## src/rtl/etc_pkg.sv

```systemverilog
`timescale 1ns/1ps
// Shared types and constants for the ETC tile accumulation path.
// Latency: n/a (types only).
// Backpressure: n/a.
package etc_pkg;

    // Element width of the extended tensor core datapath.
    localparam int ETC_W = 16;

    // Reduction select: zero is the MMA path (wrapping add); any other value is MAXMUL.
    localparam logic [1:0] ETC_OP_MMA = 2'd0;

    // One 4x4 tile laid out exactly as the ETC drives it: [row][col][bit].
    typedef logic [3:0][3:0][ETC_W-1:0] etc_tile_t;

    // Accumulator control states.
    typedef enum logic [1:0] {
        IDLE  = 2'd0,
        ACCUM = 2'd1,
        DONE  = 2'd2
    } etc_state_e;

    // True when the op selects the additive semiring.
    function automatic logic etc_op_is_mma(input logic [1:0] op);
        return (op == ETC_OP_MMA);
    endfunction

endpackage

```

## src/rtl/etc_tile_accum_elem_reduce.sv

```systemverilog
`timescale 1ns/1ps
// Single-element semiring reduction: wrapping add for MMA, unsigned max otherwise.
// Latency: combinational.
// Backpressure: none (pure function of its inputs).
module etc_elem_reduce
    import etc_pkg::*;
#(
    parameter int W = 16
) (
    input  logic [W-1:0] i_acc,
    input  logic [W-1:0] i_in,
    input  logic [1:0]   i_op,
    output logic [W-1:0] o_res
);

    logic [W-1:0] w_sum;
    logic [W-1:0] w_max;

    // The carry out of the sum is dropped on purpose: MMA accumulates modulo 2^W.
    assign w_sum = i_acc + i_in;
    assign w_max = (i_acc > i_in) ? i_acc : i_in;

    // Pick the reduction for this element.
    always_comb begin
        o_res = w_max;
        if (etc_op_is_mma(i_op)) begin
            o_res = w_sum;
        end
    end

endmodule

```

## src/rtl/etc_tile_accum.sv

```systemverilog
`timescale 1ns/1ps
// Folds a stream of 4x4 ETC partial tiles into one tile per group (add or max).
// Latency: out_valid rises the cycle after the in_last tile is accepted.
// Backpressure: in_ready drops while a finished tile waits for out_ready.
module etc_tile_accum
    import etc_pkg::*;
#(
    parameter int W     = 16,
    parameter int CNT_W = 8
) (
    input  logic                    clk,
    input  logic                    rst,
    input  logic                    in_valid,
    output logic                    in_ready,
    input  logic                    in_last,
    input  logic [1:0]              in_op,
    input  logic [3:0][3:0][W-1:0]  in_tile,
    output logic                    out_valid,
    input  logic                    out_ready,
    output logic [3:0][3:0][W-1:0]  out_tile,
    output logic [1:0]              out_op,
    output logic [CNT_W-1:0]        out_count,
    output logic                    err_op
);

    localparam logic [CNT_W-1:0] CNT_ONE = {{(CNT_W-1){1'b0}}, 1'b1};
    localparam logic [CNT_W-1:0] CNT_MAX = {CNT_W{1'b1}};

    etc_state_e               r_state;
    logic [3:0][3:0][W-1:0]   r_acc;
    logic [1:0]               r_op;
    logic [CNT_W-1:0]         r_cnt;
    logic                     r_err;

    logic                     w_in_xfer;
    logic                     w_out_xfer;
    logic [3:0][3:0][W-1:0]   w_red;
    logic [CNT_W-1:0]         w_cnt_next;

    assign in_ready   = (r_state != DONE);
    assign out_valid  = (r_state == DONE);
    assign w_in_xfer  = in_valid && in_ready;
    assign w_out_xfer = out_valid && out_ready;

    // The group op is fixed by its first tile, so every element reduces with r_op.
    for (genvar gi = 0; gi < 4; gi++) begin : g_row
        for (genvar gj = 0; gj < 4; gj++) begin : g_col
            etc_elem_reduce #(
                .W (W)
            ) u_reduce (
                .i_acc (r_acc[gi][gj]),
                .i_in  (in_tile[gi][gj]),
                .i_op  (r_op),
                .o_res (w_red[gi][gj])
            );
        end
    end

    // Tile counter sticks at its maximum; accumulation itself keeps going.
    always_comb begin
        w_cnt_next = r_cnt;
        if (r_cnt != CNT_MAX) begin
            w_cnt_next = r_cnt + CNT_ONE;
        end
    end

    // Group state machine, accumulator, counter and sticky op-mismatch flag.
    always_ff @(posedge clk) begin
        if (rst) begin
            r_state <= IDLE;
            r_acc   <= '0;
            r_op    <= '0;
            r_cnt   <= '0;
            r_err   <= 1'b0;
        end else begin
            case (r_state)
                IDLE: begin
                    if (w_in_xfer) begin
                        r_acc   <= in_tile;
                        r_op    <= in_op;
                        r_cnt   <= CNT_ONE;
                        r_state <= in_last ? DONE : ACCUM;
                    end
                end
                ACCUM: begin
                    if (w_in_xfer) begin
                        r_acc <= w_red;
                        r_cnt <= w_cnt_next;
                        if (in_op != r_op) begin
                            r_err <= 1'b1;
                        end
                        if (in_last) begin
                            r_state <= DONE;
                        end
                    end
                end
                DONE: begin
                    // No bypass into a new group: the next tile is taken from IDLE.
                    if (w_out_xfer) begin
                        r_state <= IDLE;
                    end
                end
                default: begin
                    r_state <= IDLE;
                end
            endcase
        end
    end

    assign out_tile  = r_acc;
    assign out_op    = r_op;
    assign out_count = r_cnt;
    assign err_op    = r_err;

endmodule

```

## config.mk

```make
export PLATFORM = sky130hd
export DESIGN_NAME = etc_tile_accum
export DESIGN_NICKNAME = d
export VERILOG_FILES = /design/src/rtl/etc_pkg.sv /design/src/rtl/etc_tile_accum_elem_reduce.sv /design/src/rtl/etc_tile_accum.sv
export SDC_FILE = /design/constraint.sdc
export NUM_CORES = 2
export LEC_CHECK = 0
export CORE_ASPECT_RATIO = 1.75
export CORE_UTILIZATION = 50
export DETAILED_ROUTE_END_ITERATION = 16
export PLACE_DENSITY = 0.76
export REMOVE_ABC_BUFFERS = 1
export SYNTH_ARGS = -nofsm -noshare
export SYNTH_HDL_FRONTEND = slang
export SYNTH_SLANG_ARGS = --single-unit
```

## constraint.sdc

```tcl
create_clock -name clk -period 2.5 [get_ports clk]
set_input_delay 0.375 -clock clk [delete_from_list [all_inputs] [get_ports clk]]
set_output_delay 0.375 -clock clk [all_outputs]
set_load 0.02 [all_outputs]
```

==> metrics.yaml <==
timing:
  timing_max_transition_violations_final: 0
  setup_viol: 61
  fin_crit_sh_pct: 120
  tightest_slew_ns: 0.691
  final_hold_viol_count: 0
  rsz0062_at_grt: "yes"
  slew_headroom_pct: 53.8
  max_freq_ghz: 0.334
  postLayoutSetupSlackWorst_ns: -0.492
  finalCriticalPeriod_ns: 2.99
  skew_ns: 0.0147
detailed_routing:
  ant_nets: 0
  routed_wirelength_um: 125000
  wl_per_cell_um: 20.3
  first_pass_iters: 6
  viasPerCell: 5.76
  drcViolationCount: 0
  drt_iter0_markers: 2046
  routed-via-count: 35400
worst_setup_path:
  cp-start-kind: "input port"
  cp-end-kind: "register"
  crit_type: "in -> reg"
  startpoint: "in_tile[247]"
  crit_path_end: "out_tile[252]"
  cp.required_ns: 3.03
  reg2reg_slack_ns: -0.48
  critPathMaxFanout: 7
  r2r-start: "out_tile[248]"
  rr_endpoint: "out_tile[252]"
  worstRegToRegCells: 10
  cp.arrival_ns: 3.53
grt:
  grt_pass1_wl_um: 170000
  grt_max_degree: 87
  antenna_found_initial: 32
  overflow: 0
  first_global_vias: 34800
  grt_usage_pct: 35.7
place:
  place_congestion: 0.972
  hpwl_um: 83800
  io_buffers: 531
  postPlaceCellArea_mm2: 0.0424
floorplanning:
  core_area_mm2: 0.0581
  fp-row-count: 117
  die_w_um: 185
  die_h_um: 323
  io_pins: 532
  start_util_pct: 50.5
  die-area_mm2: 0.0597
outcome:
  violations: "setup timing"
  outcome: "complete, but fails checks"
job:
  maxCapViolations: 0
final_layout:
  n_fill_cell: 3548
  syn_to_final_growth_pct: 59.8
  drive_gt1_share_pct: 28.0
  fin_nets: 6108
  design_area_mm2: 0.0469
  fin_util_pct: 80.7
  multiInputGateArea_mm2: 0.0243
  register_area_mm2: 0.00549
synthesis:
  synth_top_family_by_area: "adder cells"
  yosysSeqAreaShare_pct: 18.3
  synth_xor_area_share_pct: 6.09
  synth_compound_area_share_pct: 21.9
  synth_seq_cells: 269
  synthAdderAreaFrac_pct: 22.3
  synth_cell_types: 91
  yosys-top-cells-count: "nor2_1 (511), ha_1 (497), inv_1 (420)"
  yosysTopAreaCell: "ha_1"
  synth-main-ff-cell: "dfxtp_1"
  ys.warnings.count: 0
  async_flop_share_pct: 0
  ys_top_cells_by_area: "ha_1 (21%), dfxtp_1 (18%), nor2_1 (6.5%), a21oi_1 (5.6%), inv_1 (5.4%)"
  synthesis.area_mm2: 0.0294
  yosys.cell_count.top_type: "nor2_1"
  synth_edf_count: 0
  synth-simple-area-share_pct: 19.0
  syn_area_per_cell_um2: 7.53
  muxShareOfSynthArea_pct: 4.65
  syn_inst: 3896
  yosysTopAreaCellShare_pct: 21.2
clocking:
  cts_tree: "yes"
  numClockSinks: 269
  cts_buffers: 31
  root_buffer: "clkbuf_16"
  cts_buffer_depth: 3
  hold_buffers: 0
  clk_pin_slew_ns: 0.07
  htree_levels: 1
  clkLatencyLatePin_ns: 0.63
hold_path:
  holdPathStages: 2
  hold_path.class: "in -> reg"
pwr:
  power.density_mw_per_mm2: 460
  cellLeakagePower_nw: 22.4
  irDropWorstVdd_uv: 594
## critical path, cell delays in order
cell,delay (ns)
clkdlybuf4s50_1,0.54
inv_1,0.09
ha_1,0.41
nor3b_1,0.40
a21oi_1,0.18
a31oi_2,0.64
buf_4,0.23
o21bai_1,0.08
a21oi_1,0.18
xnor2_1,0.15
nor2_1,0.06
o31ai_1,0.20
## state kept, by name, summed over array words and instances (netlist names)
name and cells:
out_count 8, out_tile 256, r_state 2, err_op 1, out_op 2
## timing repair
item                                    4_1_cts  5_1_grt
pin swaps                                    65      195
buffers inserted                             26       37
hold endpoints to repair                      0        0
resized for setup                           138      420
endpoints found under the setup margin       76      239
cloned                                        1       10
## power by group
part | switching [W] | total (W) | leakage, nW | internal [W]
registers | 0.000462 | 0.00517 | 2.24 | 0.00471
logic | 0.00576 | 0.0114 | 19.6 | 0.00568
clock network | 0.00228 | 0.00496 | 0.505 | 0.00267
## logic make-up after synthesis
logic type,count (synthesis)
buffers and inverters,556
AND/OR/NAND/NOR,1201
XOR/XNOR,204
AO/OA/AOI/OAI,1017
multiplexers,136
adder cells (fa/ha/maj),513
flip-flops,269
## through the flow
step	setup WS [ns]	std cells	power (W)	hold WS, ns	setup TNS, ns
2_1_floorplan	-4.73	3761	0.0103	0.440	-895.59
3_3_place_gp	-0.855	6003	0.0148	0.463	-131.32
3_5_place_dp	-0.865	6003	0.0151	0.479	-143.26
4_1_cts	-0.0586	6086	0.0203	0.0316	-0.168
5_1_grt	-0.980	6148	0.0226	0.0432	-18.16
6_report	-0.492	6152	0.0216	0.0415	-6.15
## metal layers
layer  GRT usage, %  share of wire, %  up-vias
li1               -                 -    16400
met1           32.0                33    16700
met2           65.8                49     1633
met3           10.1               8.2      717
met4           29.3               9.3       20
met5              0              0.10        -
## worst min path at each step
stage	end	slack (ns)	from
after CTS	out_tile[242]	0.03	rst
after detailed placement	out_tile[47]	0.48	out_tile[47]
after floorplan	out_tile[112]	0.44	rst
after global routing	out_tile[255]	0.04	rst
final	out_tile[255]	0.04	rst
after global placement	err_op	0.46	err_op
## cell type report
type                            instances  share of cell area (%)
Inverter                              421                    3.37
Timing Repair Buffer                 1538                    28.8
Clock buffer                           36                    1.76
Multi-Input combinational cell       3071                    51.8
Tap cell                              773                    2.06
Antenna cell                           23                   0.123
Clock inverter                         21                   0.437
Sequential cell                       269                    11.7
## cell usage in the layout (no fill, tap or decap), drive strengths merged, types with 44 or more instances in the layout
cell type	count
clkdlybuf4s50	507
o21bai	73
nand2b	61
xnor2	159
dfxtp	269
nand2	254
nor2b	74
mux2i	134
buf	1000
ha	497
nand4	53
a21oi	336
xor2	45
o21ai	258
a21o	50
inv	422
nor2	516
or3	45
nor3	60
clkbuf	44
No activity file was read; power rests on OpenSTA's default activity.
